**src/rtl/btn_pkg.sv**
```systemverilog
// -----------------------------------------------------------------------------
// btn_pkg
// Shared definitions for the push-button conditioning logic.
//  - btn_state_e           : 2-bit debounce FSM state encoding
//  - STABLE_CYCLES_DEFAULT : default stability window (10 ms at 100 MHz)
// No ports; imported by btn_debounce_pulse.
// -----------------------------------------------------------------------------
package btn_pkg;

  // Debounce FSM states: two settled levels plus a qualifying state for each
  // direction of change.
  typedef enum logic [1:0] {
    S_ZERO  = 2'd0,
    S_WAIT1 = 2'd1,
    S_ONE   = 2'd2,
    S_WAIT0 = 2'd3
  } btn_state_e;

  // Consecutive synchronised-stable cycles needed before a new level is accepted.
  localparam int unsigned STABLE_CYCLES_DEFAULT = 1_000_000;

endpackage : btn_pkg

```
**src/rtl/sync_2ff.sv**
```systemverilog
// -----------------------------------------------------------------------------
// sync_2ff
// Two-flop synchroniser for a single asynchronous pad input.
// Ports:
//  clk   in  1  destination clock
//  reset in  1  asynchronous active-low reset, clears both flops
//  d     in  1  asynchronous input
//  q     out 1  synchronised output (second flop)
// -----------------------------------------------------------------------------
module sync_2ff (
  input  logic clk,
  input  logic reset,
  input  logic d,
  output logic q
);

  logic meta_q;
  logic sync_q;

  // The first flop may go metastable; only the second flop is consumed.
  always_ff @(posedge clk or negedge reset) begin
    if (!reset) begin
      meta_q <= 1'b0;
      sync_q <= 1'b0;
    end else begin
      meta_q <= d;
      sync_q <= meta_q;
    end
  end

  assign q = sync_q;

endmodule : sync_2ff

```
**src/rtl/btn_debounce_pulse.sv**
```systemverilog
// -----------------------------------------------------------------------------
// btn_debounce_pulse
// Conditions a raw, bouncy push-button for the LED toggle stage: synchronises
// the pin, requires STABLE_CYCLES consecutive stable samples before accepting a
// new level, and emits single-cycle press/release pulses.
// Parameters:
//  STABLE_CYCLES  stability window in clk cycles (>= 1)
// Ports:
//  clk            in  1  system clock
//  reset          in  1  asynchronous active-low reset
//  btn_raw        in  1  raw pad input, asynchronous to clk
//  db_level       out 1  debounced level (registered)
//  press_pulse    out 1  one-cycle pulse on accepted 0->1 (registered)
//  release_pulse  out 1  one-cycle pulse on accepted 1->0 (registered)
// -----------------------------------------------------------------------------
module btn_debounce_pulse
  import btn_pkg::*;
#(
  parameter int unsigned STABLE_CYCLES = STABLE_CYCLES_DEFAULT
) (
  input  logic clk,
  input  logic reset,
  input  logic btn_raw,
  output logic db_level,
  output logic press_pulse,
  output logic release_pulse
);

  localparam int unsigned     CNT_W    = $clog2(STABLE_CYCLES + 1);
  localparam logic [CNT_W-1:0] CNT_LAST = CNT_W'(STABLE_CYCLES - 1);

  logic             btn_sync;
  btn_state_e       state_q;
  logic [CNT_W-1:0] cnt_q;
  logic [CNT_W-1:0] cnt_d;
  logic             cnt_done;
  logic             db_level_q;
  logic             press_q;
  logic             release_q;

  sync_2ff u_sync (
    .clk   (clk),
    .reset (reset),
    .d     (btn_raw),
    .q     (btn_sync)
  );

  // The counter only advances while below CNT_LAST, so it never wraps.
  assign cnt_d    = cnt_q + CNT_W'(1);
  assign cnt_done = (cnt_q == CNT_LAST);

  // Debounce FSM. The entry edge of a WAIT state is itself the first stable
  // sample, and the last sample is checked on the cnt_done edge, so a bounce
  // arriving right at the end still aborts the change.
  // db_level is updated together with the state so it is high exactly in
  // S_ONE and S_WAIT0, and rises in the same cycle as press_pulse.
  always_ff @(posedge clk or negedge reset) begin
    if (!reset) begin
      state_q    <= S_ZERO;
      cnt_q      <= '0;
      db_level_q <= 1'b0;
      press_q    <= 1'b0;
      release_q  <= 1'b0;
    end else begin
      press_q   <= 1'b0;
      release_q <= 1'b0;
      case (state_q)
        S_ZERO: begin
          if (btn_sync) begin
            state_q <= S_WAIT1;
            cnt_q   <= '0;
          end
        end
        S_WAIT1: begin
          if (!btn_sync) begin
            state_q <= S_ZERO;
          end else if (cnt_done) begin
            state_q    <= S_ONE;
            db_level_q <= 1'b1;
            press_q    <= 1'b1;
          end else begin
            cnt_q <= cnt_d;
          end
        end
        S_ONE: begin
          if (!btn_sync) begin
            state_q <= S_WAIT0;
            cnt_q   <= '0;
          end
        end
        S_WAIT0: begin
          if (btn_sync) begin
            state_q <= S_ONE;
          end else if (cnt_done) begin
            state_q    <= S_ZERO;
            db_level_q <= 1'b0;
            release_q  <= 1'b1;
          end else begin
            cnt_q <= cnt_d;
          end
        end
        default: begin
          state_q    <= S_ZERO;
          cnt_q      <= '0;
          db_level_q <= 1'b0;
        end
      endcase
    end
  end

  assign db_level      = db_level_q;
  assign press_pulse   = press_q;
  assign release_pulse = release_q;

endmodule : btn_debounce_pulse

```
**config.mk**
```make
export PLATFORM = sky130hd
export DESIGN_NAME = btn_debounce_pulse
export DESIGN_NICKNAME = d
export VERILOG_FILES = /design/src/rtl/btn_pkg.sv /design/src/rtl/sync_2ff.sv /design/src/rtl/btn_debounce_pulse.sv
export SDC_FILE = /design/constraint.sdc
export NUM_CORES = 1
export LEC_CHECK = 0
export BUFFER_PORTS_ARGS = -buffer_cell sky130_fd_sc_hd__buf_2
export CORE_MARGIN = 2
export CORE_UTILIZATION = 35
export DETAILED_ROUTE_END_ITERATION = 10
export MAX_ROUTING_LAYER = met4
export SLEW_MARGIN = 20
export SYNTH_ARGS = -nofsm -noshare
export SYNTH_HDL_FRONTEND = slang
export SYNTH_SLANG_ARGS = --single-unit
```
**constraint.sdc**
```tcl
create_clock -name clk -period 2.95 [get_ports clk]
set_input_delay 0.295 -clock clk [delete_from_list [all_inputs] [get_ports clk]]
set_output_delay 0.295 -clock clk [all_outputs]
set_load 0.02 [all_outputs]
```
=== Word level (Yosys, flattened, before mapping) ===
Index checks and enable logic that the tools add are counted.
Widths: inputs -> output; s select.

* Reductions and logical operators: 5
* Add/subtract/negate cells: 1
* Mux-type cells: 23
* Equality and inequality tests: 12

{| class="wikitable"
|+ Operators by type and width
! cell !! count
|-
| $mux 20 || 5
|-
| $pmux 20 s4 || 1
|-
| $add 20x1->20 const B || 1
|-
| $eq 20x20->1 const B || 1
|-
| $mux 2 || 6
|-
| $mux 1 || 9
|-
| $ne 2x2->1 const B || 4
|-
| $pmux 2 s4 || 1
|-
| $reduce_and 4->1 || 2
|-
| $reduce_and 5->1 || 1
|-
| $eq 2x2->1 const B || 2
|-
| $ne 2x1->1 const B || 2
|-
| $ne 3x2->1 const B || 1
|-
| $ne 3x3->1 const B || 1
|-
| $eq 2x1->1 const B || 1
|-
| $logic_not 2->1 || 1
|-
| $pmux 1 s2 || 1
|-
| $reduce_bool 2->1 || 1
|}

* Word-level logic and storage cells: 48
* Output and inout port bits: 3
* Bits in registers: 27
* Bits of input ports: 3

=== Depth between registers and ports, before layout ===
* Depth after elaboration: 4
* Mapped depth: 7
* Depth with buffers taken out: 5

=== Modules after synthesis ===
Synthesis repeated with hierarchy kept, for this count alone.

* Cell total of the unflattened synthesis: 161
* Area total of the unflattened synthesis: 1456.4 µm²

{| class="wikitable"
|+ Modules (own cells, without submodules)
! module !! cells each !! times used !! seq. area each (µm²) !! area each (µm²)
|-
| btn_debounce_pulse || 159 || 1 || 625.6 || 1406.3
|-
| sync_2ff || 2 || 1 || 50.0 || 50.0
|}

=== Worst setup path after synthesis ===
No wires, ideal clock.

* Kind: register to register
* Start: register cnt_q[8]
* End: register cnt_q[0]
* Clock period less this slack: 1.859 ns
* Arrival time: 1.738 ns
* Required time: 2.829 ns
* Cell stages (with the launch flop): 8
* Buffers on the path: 2
* Setup time: 0.121 ns
* Slack: 1.091 ns
* Cells stage by stage: dfrtp_1 clkbuf_2 and4bb_1 nand4_1 or3_1 buf_6 mux2_4 a22o_1

* Cells in the longest elaborated chain, start to end: 4
* Elaborated cells on any way between the ends: 5
* Classes of those cells: eq/ne: 1; mux: 4

{| class="wikitable"
|+ Ends and longest elaborated chain
! what !! line !! source
|-
| from (decl) || btn_debounce_pulse.sv:34 || <nowiki>logic [CNT_W-1:0] cnt_q;</nowiki>
|-
| from (signal assigned) || btn_debounce_pulse.sv:82 || <nowiki>cnt_q <= cnt_d;</nowiki>
|-
| from (signal assigned) || btn_debounce_pulse.sv:99 || <nowiki>cnt_q <= cnt_d;</nowiki>
|-
| $eq 20x20->1 * || btn_debounce_pulse.sv:50 || <nowiki>assign cnt_done = (cnt_q == CNT_LAST);</nowiki>
|-
| $mux 20 * || -- ||
|-
| $mux 20, on equally long branches || -- ||
|-
| $pmux 20 s4 * || -- ||
|}

Mark *: on every way between the ends. The rest lies on a longest branch, timed or not. The select of a mux whose other input is x is not followed.
A chain may end at the register's enable or synchronous reset.

==> flow_summary_export.csv <==
group,metric,value,unit
outcome,outcome,"completed",
clock_network,ctsRootBufferMaster,"clkbuf_8",
setup_path,critical_path_class,"reg -> reg",
yosys,syn_area,1530,µm²
sta,fin_tns_setup,0,ns
place,hpwl,2100,µm
clock_network,clk_pin_slew,0.09,ns
clock_network,cts-resized-gates,0,
yosys,synth_top_family_by_area,"simple AND/OR/NAND/NOR gates",
flow_run,maxCapViolations,0,
power,switching_share,25.1,%
worst_hold_path,min_path_type,"in -> async",
clock_network,htreeDepth,1,
yosys,netlist_instances,154,
setup_path,crit_buf_inv,0,
yosys,yosys.area.top_type_share,44.1,%
power,power.share.sequential,60.9,%
global_routing,gr-total-overflow,0,
finish,stdcell_count,206,
place,dpl-instance-area,1590,µm²
finish,nets,159,
floorplan,die_h,70.2,µm
sta,finalMaxSlewViolations,0,
drt,drtAntennaViolNets,0,
global_routing,antenna_found_initial,0,
setup_path,cp_num_cells,5,
setup_path,path_delay_family,"simple AND/OR/NAND/NOR gates",
yosys,yosysTopAreaCell,"dfrtp_1",
setup_path,worstRegToRegCells,5,
setup_path,cpPeakStageDelay,0.52,ns
sta,fin_skew,0.00452,ns
power,ir_drop,0.171,mV
drt,totalWireLength,3110,µm
finish,final_util,38.1,%
yosys,synth_ff_type,"dfrtp_1",
clock_network,cts_tree,"done",
drt,dr_total_vias,1226,
yosys,synth-simple-area-share,25.5,%
setup_path,slowest_stage,"nor3_1",
global_routing,grt_pass1_vias,1187,
yosys,yosysUniqueCellTypes,42,
sta,fin_crit,2.07,ns
yosys,async_reset_ff_share,100,%
yosys,synth.area.mux_share,6.37,%
place,finalWeightedCongestion,0.898,
sta,setup_viol,0,
power,intPower,0.505,mW
floorplan,initial_core_util,35.7,%
clock_network,hold_buffers,0,
yosys,mappedNetlistNets,158,
setup_path,startpoint,"cnt_q[7]",
place,dpl_worst_slack,0.903,ns
yosys,synthAdderAreaFrac,0.816,%
yosys,synth-edff-count,0,
sta,relSlewSlack,42.2,%
floorplan,io_pins,6,
sta,period_share,70.3,%
clock_network,cts_buffers,3,
drt,routedWlPerCell,15.1,µm
yosys,synth-xor-area-share,0.571,%
setup_path,crit_arrival,2.23,ns
drt,via_per_inst,5.95,
sta,fmax,482,MHz
clock_network,cts_setup_buffers,0,
sta,fin_ws,0.877,ns
drt,drt_first_pass_iters,4,
setup_path,path_cells,"and4bb_1, nand4_1, nor3_1, nand2_1, mux2_2",
finish,drive_gt1_share,14.9,%
setup_path,startpoint_type,"flop",
drt,drt_iter0_drc,43,
power,clkPwrFrac,30.9,%
floorplan,fp.dieArea,4920,µm²
yosys,yosysSeqAreaShare,44.1,%
floorplan,core,4290,µm²
sta,hold_viol,0,
global_routing,grt_pass1_wl,5520,µm
clock_network,clk_latency,0.27,ns
yosys,syn_area_per_cell,9.95,µm²
floorplan,fp.dieW,70.2,µm
power,pwr-share-comb,8.1,%
power,p_per_area,412,nW/µm²
power,p_leak,0.729,nW
setup_path,required,3.11,ns
sta,rsz0062_at_grt,"false",
setup_path,cp_max_fo,7,
power,p_sw,0.169,mW
global_routing,grt_max_degree,29,
finish,antenna_cells,0,
yosys,synth_compound_area_share,18.9,%
setup_path,crit_path_end_kind,"flop",
setup_path,r2r-start,"cnt_q[7]",
yosys,synth-seq-cells,27,
yosys,synthTopCellsByArea,"dfrtp_1 (44%), a22o_1 (8.6%), mux2_2 (4.4%), nand2_1 (3.4%), nand3_1 (2.6%)",
place,port_buffers,5,
floorplan,rows,24,
finish,stdcell_area,1640,µm²
clock_network,cts_num_sinks,27,
drt,drcViolationCount,0,
place,dp_cells,202,
global_routing,grtUsageTotal,14.0,%
setup_path,r2r_slack,0.88,ns
sta,tightest_slew,0.866,ns
clock_network,clock_path_buffers,2,
yosys,yosys_warnings,0,
finish,area_growth,6.78,%
==> power groups by stage <==
stage,Combinational [mW],Clock [mW],Sequential [mW]
after floorplan,0.0550,0,0.401
after global placement,0.0539,0,0.416
after detailed placement,0.0558,0,0.417
after CTS,0.0557,0.215,0.410
after global routing,0.0632,0.232,0.414
final,0.0548,0.209,0.411
==> synth_stat cells, types with 2 or more instances <==
library cell	instances
a22o_1	15
and4_1	3
a21oi_1	4
dfrtp_1	27
a211o_1	2
o21ai_0	5
nand2_1	14
o31ai_1	3
nor3b_1	5
or4_1	2
nand4_1	6
nand3_1	8
clkbuf_1	7
nor2_1	9
a221o_1	2
a21o_1	2
mux2_2	6
nor3_1	7
and3_1	3
mux2_4	2
==> final cells by class <==
| cell class | count | area [µm²] |
|---|---|---|
| clock buffers | 4 | 45.0 |
| fillers | 425 | 2660 |
| inverters | 1 | 3.75 |
| multi-input cells | 115 | 807 |
| flip-flops and latches | 27 | 676 |
| well taps | 52 | 65.1 |
| repair buffers | 7 | 40.0 |
==> through the flow <==
stage / hold slack (ns) / power [mW]
floorplan: -0.000591 / 0.456
global placement: 0.339 / 0.470
detailed placement: 0.343 / 0.473
CTS: 0.0519 / 0.681
global route: 0.0692 / 0.709
finish: 0.0311 / 0.674
==> per-layer routing <==
layer  vias up  track usage, %  share of wire (%)
li1        584               -                  -
met1       615            18.3                 50
met2        23            23.0                 46
met3         4            2.31                2.9
met4         0            2.99                1.0
met5         -               -                  0
==> sequential cells by signal (all words and copies together), names as in the netlist, named ones only <==
register       flops
cnt_q             20
db_level           1
press_pulse        1
release_pulse      1
state_q            1
u_sync.meta_q      1
u_sync.q           1
==> worst reg2reg max path, delay by kind of cell (launching register included) <==
family           cells  cell delay (ns)
muxes                1             0.33
and+or+nand+nor      4             1.16
DFF                  1             0.47
==> how the worst min path moves through the flow <==
stage / start / endpoint / slack (ns) / depth (start not counted)
after floorplan: reset / async pin / -0.0006 / 0
after global placement: u_sync.meta_q / u_sync.q / 0.34 / 0
after detailed placement: u_sync.meta_q / u_sync.q / 0.34 / 0
after CTS: reset / cnt_q[4] / 0.05 / 1
after global routing: reset / cnt_q[4] / 0.07 / 1
final: reset / cnt_q[2] / 0.03 / 1
==> placed cells by master, fill, tap and decap left out, types with 2 or more instances in the layout <==
cell type  instances
buf_4              2
o21ai_0            5
a21oi_1            4
a22o_1            15
mux2_4             2
mux2_2             6
nor3b_1            5
or4_1              2
nor3_1             7
nor2_1             9
nand2_1           14
buf_2              5
and3_1             3
and4_1             3
nand3_1            8
a211o_1            2
a21o_1             2
a221o_1            2
o31ai_1            3
dfrtp_1           27
nand4_1            6
clkbuf_8           3
==> cells by family after synthesis <==
logic type	Yosys count
simple gates	67
compound gates	38
flops	27
buf+inv	12
mux	8
xor+xnor	1
fa+ha+maj	1
(Power assumes the default switching activity.)
